`config.mk`:
```
export PLATFORM = sky130hd
export DESIGN_NAME = regfile_loader_flat
export DESIGN_NICKNAME = d
export VERILOG_FILES = /design/src/rtl/regfile_loader_pkg.sv /design/src/rtl/regfile_loader_if.sv /design/src/rtl/regfile_loader.sv /design/src/flat_wrapper.sv
export SDC_FILE = /design/constraint.sdc
export NUM_CORES = 1
export LEC_CHECK = 0
export CORE_MARGIN = 8
export CORE_UTILIZATION = 35
export DETAILED_ROUTE_END_ITERATION = 8
export PLACE_DENSITY = 0.65
export SLEW_MARGIN = 20
export SYNTH_ARGS = -nofsm -noshare
export SYNTH_HDL_FRONTEND = slang
export SYNTH_SLANG_ARGS = --single-unit
```
`constraint.sdc`:
```
create_clock -name clk -period 1.95 [get_ports clk]
set_input_delay 0.39 -clock clk [delete_from_list [all_inputs] [get_ports clk]]
set_output_delay 0.39 -clock clk [all_outputs]
set_load 0.005 [all_outputs]
```
`src/rtl/regfile_loader_pkg.sv`:
```
// Shared definitions for the regfile loader: state encoding, command field
// positions and the register address stepping rule.
package regfile_loader_pkg;

    localparam logic [1:0] S_IDLE = 2'd0;
    localparam logic [1:0] S_LOAD = 2'd1;
    localparam logic [1:0] S_DUMP = 2'd2;

    localparam int unsigned START_LSB = 0;

    // Opcode sits in the top bit of the command byte.
    function automatic int unsigned op_bit(input int unsigned width);
        return width - 32'd1;
    endfunction

    // Register count field sits directly above the start address field.
    function automatic int unsigned cnt_lsb(input int unsigned regbits);
        return regbits;
    endfunction

    // Step to the next register; register 0 is never targeted, so the top wraps to 1.
    function automatic int unsigned next_reg_addr(input int unsigned addr,
                                                  input int unsigned regbits);
        int unsigned top;
        top = (32'd1 << regbits) - 32'd1;
        return (addr >= top) ? 32'd1 : addr + 32'd1;
    endfunction

endpackage

```
`src/rtl/regfile_loader_if.sv`:
```
// Command/data input stream and dump output stream of the regfile loader.
interface regfile_loader_if #(
    parameter int unsigned WIDTH = 8
);
    logic [WIDTH-1:0] in_data;
    logic             in_valid;
    logic             in_ready;
    logic [WIDTH-1:0] out_data;
    logic             out_valid;
    logic             out_ready;

    modport master (
        output in_data, in_valid, out_ready,
        input  in_ready, out_data, out_valid
    );

    modport slave (
        input  in_data, in_valid, out_ready,
        output in_ready, out_data, out_valid
    );
endinterface

```
`src/rtl/regfile_loader.sv`:
```
// Host-side loader/dumper for the register file: decodes command bytes, streams
// load data into the write port and dumps registers from one read port.
module regfile_loader
    import regfile_loader_pkg::*;
#(
    parameter int unsigned WIDTH   = 8,
    parameter int unsigned REGBITS = 3
) (
    input  logic               clk,
    input  logic               reset,
    regfile_loader_if.slave    bus,
    output logic               active,
    output logic               regwrite,
    output logic [REGBITS-1:0] wa,
    output logic [WIDTH-1:0]   wd,
    output logic [REGBITS-1:0] ra,
    input  logic [WIDTH-1:0]   rd
);

    localparam int unsigned OP_BIT  = op_bit(WIDTH);
    localparam int unsigned CNT_LSB = cnt_lsb(REGBITS);

    logic [1:0]         state, state_nxt;
    logic [REGBITS-1:0] addr, addr_nxt;
    logic [REGBITS-1:0] remaining, remaining_nxt;
    logic               out_valid_q, out_valid_nxt;
    logic [WIDTH-1:0]   out_data_q, out_data_nxt;

    logic               cmd_op;
    logic [REGBITS-1:0] cmd_cnt;
    logic [REGBITS-1:0] cmd_start;
    logic [REGBITS-1:0] addr_inc;
    logic               dump_load;

    assign cmd_op    = bus.in_data[OP_BIT];
    assign cmd_cnt   = bus.in_data[CNT_LSB +: REGBITS];
    assign cmd_start = bus.in_data[START_LSB +: REGBITS];
    assign addr_inc  = REGBITS'(next_reg_addr(32'(addr), REGBITS));

    // The one-entry output register may refill whenever it is empty or draining.
    assign dump_load = (!out_valid_q || bus.out_ready) && (remaining != '0);

    assign bus.in_ready  = (state != S_DUMP);
    assign bus.out_valid = out_valid_q;
    assign bus.out_data  = out_data_q;
    assign active        = (state != S_IDLE);

    // Load data goes straight to the write port so the regfile writes on the accepting edge.
    assign regwrite = (state == S_LOAD) && bus.in_valid;
    assign wa       = (state == S_LOAD) ? addr : '0;
    assign wd       = (state == S_LOAD) ? bus.in_data : '0;
    assign ra       = (state == S_DUMP) ? addr : '0;

    // Next-state and datapath update.
    always_comb begin
        state_nxt     = state;
        addr_nxt      = addr;
        remaining_nxt = remaining;
        out_valid_nxt = out_valid_q;
        out_data_nxt  = out_data_q;

        case (state)
            S_IDLE: begin
                if (bus.in_valid && (cmd_cnt != '0)) begin
                    addr_nxt      = (cmd_start == '0) ? REGBITS'(1) : cmd_start;
                    remaining_nxt = cmd_cnt;
                    state_nxt     = cmd_op ? S_LOAD : S_DUMP;
                end
            end

            S_LOAD: begin
                if (bus.in_valid) begin
                    addr_nxt      = addr_inc;
                    remaining_nxt = remaining - REGBITS'(1);
                    if (remaining == REGBITS'(1)) begin
                        state_nxt = S_IDLE;
                    end
                end
            end

            S_DUMP: begin
                if (dump_load) begin
                    out_data_nxt  = rd;
                    out_valid_nxt = 1'b1;
                    addr_nxt      = addr_inc;
                    remaining_nxt = remaining - REGBITS'(1);
                end else if (out_valid_q && bus.out_ready) begin
                    out_valid_nxt = 1'b0;
                end
                // Leave once nothing is left to read and the last byte is handed off.
                if ((remaining == '0) && (!out_valid_q || bus.out_ready)) begin
                    state_nxt = S_IDLE;
                end
            end

            default: begin
                state_nxt = S_IDLE;
            end
        endcase
    end

    always_ff @(posedge clk) begin
        if (reset) begin
            state       <= S_IDLE;
            addr        <= REGBITS'(1);
            remaining   <= '0;
            out_valid_q <= 1'b0;
            out_data_q  <= '0;
        end else begin
            state       <= state_nxt;
            addr        <= addr_nxt;
            remaining   <= remaining_nxt;
            out_valid_q <= out_valid_nxt;
            out_data_q  <= out_data_nxt;
        end
    end

endmodule

```
`src/flat_wrapper.sv`:
```
// flat-port wrapper written by rule: the top's interface ports become plain ports
module regfile_loader_flat import regfile_loader_pkg::*;
#(
    parameter int unsigned WIDTH   = 8,
    parameter int unsigned REGBITS = 3
)
  (clk, reset, active, regwrite, wa, wd, ra, rd, bus_in_data, bus_in_valid, bus_out_ready, bus_in_ready, bus_out_data, bus_out_valid);
  regfile_loader_if #(.WIDTH(WIDTH)) bus_i ();
  input  logic clk;
  input  logic reset;
  output logic active;
  output logic regwrite;
  output logic [REGBITS-1:0] wa;
  output logic [WIDTH-1:0] wd;
  output logic [REGBITS-1:0] ra;
  input  logic [WIDTH-1:0] rd;
  input wire logic [$bits(bus_i.in_data)-1:0] bus_in_data;
  input wire logic [$bits(bus_i.in_valid)-1:0] bus_in_valid;
  input wire logic [$bits(bus_i.out_ready)-1:0] bus_out_ready;
  output wire logic [$bits(bus_i.in_ready)-1:0] bus_in_ready;
  output wire logic [$bits(bus_i.out_data)-1:0] bus_out_data;
  output wire logic [$bits(bus_i.out_valid)-1:0] bus_out_valid;
  assign bus_i.in_data = bus_in_data;
  assign bus_i.in_valid = bus_in_valid;
  assign bus_i.out_ready = bus_out_ready;
  assign bus_in_ready = bus_i.in_ready;
  assign bus_out_data = bus_i.out_data;
  assign bus_out_valid = bus_i.out_valid;
  regfile_loader #(.WIDTH(WIDTH), .REGBITS(REGBITS)) u_core (.clk(clk), .reset(reset), .bus(bus_i), .active(active), .regwrite(regwrite), .wa(wa), .wd(wd), .ra(ra), .rd(rd));
endmodule
```
# Word-level counts from Yosys, hierarchy flattened
# Index checks and enable logic that the tools add are counted.
[word_totals]
out_inout_bits = 26
in_bits = 20
word_cells = 57
register_bits = 17
[classes]
order_cmp = 1
mux = 21
n_reduce_logical = 19
eq_ne = 9
add_sub_neg = 2
[ops]
columns = ["cell", "count"]
rows = [
  ["two-way mux 3 bit", 10],
  ["one-hot mux 3 bit (3 select lines)", 2],
  ["two-way mux 2 bit", 5],
  ["nonzero test 3 bit", 3],
  ["two-way mux 8 bit", 1],
  ["!= test 2 bit, second input constant", 4],
  ["AND reduction 4 bit", 2],
  ["logical NOT 3 bit", 2],
  ["one-hot mux 2 bit (3 select lines)", 1],
  ["logical AND 1 bit", 5],
  ["!= test 2 x 1 -> 1 bit, second input constant", 2],
  ["AND reduction 2 bit", 2],
  ["nonzero test 2 bit", 2],
  ["adder 3 x 1 -> 3 bit, second input constant", 1],
  ["equality test 3 x 1 -> 1 bit, second input constant", 1],
  ["greater-or-equal comparator 3 bit, second input constant", 1],
  ["subtractor 3 x 1 -> 3 bit, second input constant", 1],
  ["equality test 2 x 1 -> 1 bit, second input constant", 1],
  ["equality test 2 bit, second input constant", 1],
  ["logical NOT 2 bit", 1],
  ["two-way mux 1 bit", 2],
  ["logical NOT 1 bit", 1],
  ["logical OR 1 bit", 1],
]

# Logic depth before layout (Yosys ltp)
[depth]
word_depth = 5
depth_mapped = 7
depth_no_buf = 6

# Worst setup path before layout
# Ideal clock, no wire load.
[synth_timing]
path_type = "register to register"
start = "register u_core.state[0]"
end = "register u_core.remaining[1]"
period_less_slack_ns = 1.420
slack_ns = 0.530
setup_ns = 0.086
arrival_time_ns = 1.334
n_path_buf = 1
required_time_ns = 1.864
stages_incl_launch_ff = 8
path_cell_list = "dfxtp_1 inv_1 ha_1 buf_2 or2b_1 o21ai_0 nor4_1 a211oi_1"
[synth_via]
elab_chain_cells = 3
word_cells_on_any_way = 9
cone_classes = "eq/ne: 5; mux: 1; reduce/logical: 3"
[synth_lines]
columns = ["item", "line_no", "rtl"]
rows = [
  ["start, declared", "regfile_loader.sv:23", "logic [1:0] state, state_nxt;"],
  ["start signal, assigned", "regfile_loader.sv:110", "state <= state_nxt;"],
  ["equality test 2 bit, or another cell as far along", "regfile_loader.sv:62", "case (state)"],
  ["!= test 2 x 1 -> 1 bit (no source line), or another cell as far along", "--", ""],
  ["AND reduction 4 bit (no source line)", "--", ""],
  ["end signal, assigned", "regfile_loader.sv:112", "remaining <= remaining_nxt;"],
  ["end, declared", "regfile_loader.sv:25", "logic [REGBITS-1:0] remaining, remaining_nxt;"],
]
# Several ways; a longest one is shown, not always the timed one.
# A chain may end at the register's enable or synchronous reset.

# Worst setup path after layout
[layout_timing]
start = "register u_core.state[1]"
end = "output port wd[5]"
[layout_via]
elab_chain_cells = 2
[layout_lines]
columns = ["item", "line_no", "rtl"]
rows = [
  ["equality test 2 x 1 -> 1 bit", "regfile_loader.sv:51", "assign wd = (state == S_LOAD) ? bus.in_data : '0;"],
  ["two-way mux 8 bit", "regfile_loader.sv:51", ""],
  ["end, declared", "flat_wrapper.sv:14", "output logic [WIDTH-1:0] wd;"],
]
# Every way passes these cells.

==> flow_summary.yaml <==
power_and_ir_drop:
  power.clock.fraction_pct: 12.9
  internal_cell_power_uw: 930.5
  cellPowerDensity_nw_per_um2: 894.1
  power.net_switching_uw: 597.7
  static-leakage-power_uw: 0.0007883
  pwr-share-comb_pct: 54.5
  power.sequential.fraction_pct: 32.6
  max-vdd-ir-drop_mv: 0.4041
  power_switching_share_pct: 39.11
final_layout:
  postLayoutCellArea_um2: 1709
  combined_flip_flop_and_latch_cell_area_um2: 347.8
  drive_above_1_share_pct: 17.22
  fillCellCount: 281
  num-nets-final: 210
  n_antenna_cell: 0
  multiInputGateArea_um2: 721.9
  area_delta_synth_final_pct: 56.29
logic_synthesis:
  ys_ff_latch: 17
  syn-mean-instance-area_um2: 8.819
  ys_dominant_reg_cell: "dfxtp_1"
  syn_nets: 153
  mappedNetlistArea_um2: 1094
  ys_warnings: 0
  edff_count_synth: 0
  async_reset_ff_share_pct: 0
  synth.distinct_cells: 35
  syn-instance-count: 124
  synth_seq_area_share_pct: 31.12
place:
  placement.setup.worst_slack_ps: 37.25
  port_buf_inserts: 45
  gp_congestion: 0.8410
  detailed_place_hpwl_um: 2463
  dpl_cell_area_um2: 1620
worst_hold_path:
  hold_path_depth: 2
  hp-class: "flop to flop"
floorplan:
  design.die.area_um2: 5169
  start_util_pct: 36.42
  die_w_um: 71.90
  io-pin-count: 46
  coreArea_um2: 3003
  total_number_of_placement_rows: 20
  vertical_extent_of_the_die_um: 71.90
setup_path:
  cp.arrival_ps: 1430
  cp_max_fo: 7
  timing.setup.critical_path_class: "flop to output port"
  startpoint_type: "flop"
  critPathCaptureType: "output port"
  worstPathRequired_ps: 1560
  reg2reg_depth: 7
status:
  outcome: "finished clean"
detailed_routing:
  detail_route.iter0.violations: 23
  drt-pass1-iter-count: 4
  route.detailed.vias_per_inst: 5.113
  route.detailed.drc: 0
  route.vias.total: 1089
  wirelength_um: 3149
  route.antenna.remaining_nets: 0
  routed_wire_length_per_instance_um: 14.78
timing:
  hold_viol: 0
  final.min_clock_period_ps: 1824
  worst_pin_slew_ps: 313.7
  final_min_period_over_clock_period_pct: 93.53
  rsz_0062_raised_after_global_routing: "false"
  timing.slew.headroom_pct: 78.87
  setup_violations: 0
  final-max-slew-violation-count: 0
  timing.fmax_mhz: 548.3
  worst_setup_slack_final_ps: 126.1
  timing.clock.skew_ps: 1.568
  accumulated_negative_setup_slack_ps: 0
global_route:
  grt_usage_pct: 12.63
  first_global_vias: 1147
  globalRouteOverflowTotal: 0
  grt_antenna_before_repair: 0
  grt_first_pass_wirelength_um: 5340
  grt_max_degree: 18
clocking:
  clock_latency_ps: 290
  maximum_clock_insertion_buffer_count: 2
  cts_root_buf: "clkbuf_4"
  cts.sink_count: 17
  clk_pin_slew_worst_paths_ps: 110
  hold_buffer_count_at_cts: 0
  h-tree-depth: 1
  cts_buffer_count: 3
  tritoncts: "done"
run:
  drv.max_cap_violation_count: 0
[critical path: stages (launching register included)]
cell and delay, ps:
dfxtp_4 380, inv_4 50, ha_4 160, buf_4 150, and2_1 140, dlygate4sd2_1 260
[state kept, by name (all words and copies together), names as in the netlist]
signal,cells
u_core.bus.out_data,8
u_core.addr,3
u_core.remaining,3
u_core.state,2
u_core.bus.out_valid,1
[per-layer routing]
layer | wire length, um | vias to the layer above | track usage, %
met5 | 0 | - | 0
li1 | - | 542 | -
met2 | 1518 | 38 | 22.27
met4 | 30 | 0 | 2.721
met3 | 278 | 4 | 5.510
met1 | 1322 | 505 | 13.56
[worst paths after layout]
check | startpoint | endpoint | slack [ps]
min reg2reg | u_core.bus.out_valid | u_core.bus.out_valid | 500
max reg2reg | u_core.state[1] | u_core.state[0] | 310
min | u_core.bus.out_valid | u_core.bus.out_valid | 500
max | u_core.state[1] | wd[5] | 130
[power groups by stage]
stage	clock, uW	sequential [uW]	combinational, uW
floorplan	0	480	489
detailed placement	0	495	799
global placement	0	489	774
CTS	209	498	833
finish	197	498	833
global route	225	511	928
[through the flow]
stage / hold slack (ps) / power, uW / utilization, % / instances
after floorplan: 473.6 / 969.7 / - / 124
after global placement: 467.9 / 1263 / 53.96 / 205
after detailed placement: 486.4 / 1294 / 53.96 / 205
after CTS: 503.0 / 1540 / 56.92 / 213
after global routing: 544.9 / 1665 / 56.92 / 213
final: 501.7 / 1528 / 56.92 / 213
[logic make-up (layout without fill, tap and decap cells)]
kind of cell    Yosys count  count (layout)  share of synthesized area (%)
compound gates           27              27                          20.60
fa+ha+maj                 9               9                          10.30
buf+inv                  14              70                          5.377
flops                    17              17                          31.12
mux                      10              10                          9.154
simple gates             47              47                          23.46
[placed cells by master (no fill, tap or decap), types with 2 or more instances in the layout]
cell type,n
mux2i_1,10
clkbuf_4,3
ha_1,6
dlygate4sd2_1,17
nor2_1,12
nor2b_1,3
and2_1,15
a31oi_1,2
a21oi_1,4
a311o_1,2
ha_4,2
a211oi_1,4
dfxtp_1,15
nand2_1,4
nand3_1,5
nand2b_1,3
clkdlybuf4s50_1,28
inv_1,7
buf_4,11
o21ai_0,4
dfxtp_4,2
[cells in the mapped netlist, types with 2 or more instances]
cell type	instances	area, um^2
a211oi_1	4	30.03
dfxtp_1	17	340.3
buf_2	2	10.01
mux2i_1	10	100.1
nor2b_1	3	18.77
nor2_1	12	45.04
a21oi_1	4	20.02
nand2_1	4	15.01
nand3_1	5	25.02
a311o_1	2	20.02
nand2b_1	3	18.77
and2_1	15	93.84
ha_1	9	112.6
o21ai_0	4	20.02
inv_1	9	33.78
a31oi_1	2	12.51
[final cells by class]
cell class                      count  area share, %
Timing Repair Buffer               57          31.11
Tap cell                           33          2.416
Clock inverter                      1         0.4392
Sequential cell                    17          20.35
Clock buffer                        3          1.318
Inverter                            9          2.123
Multi-Input combinational cell     93          42.24
[timing repair]
item / in CTS / in global routing
endpoints found under the setup margin: 17 / 0
gates resized for setup: 31 / 0
hold endpoints to repair: 0 / 0
buffers inserted: 4 / 0
Note: power is estimated with default switching activity, not from simulation.
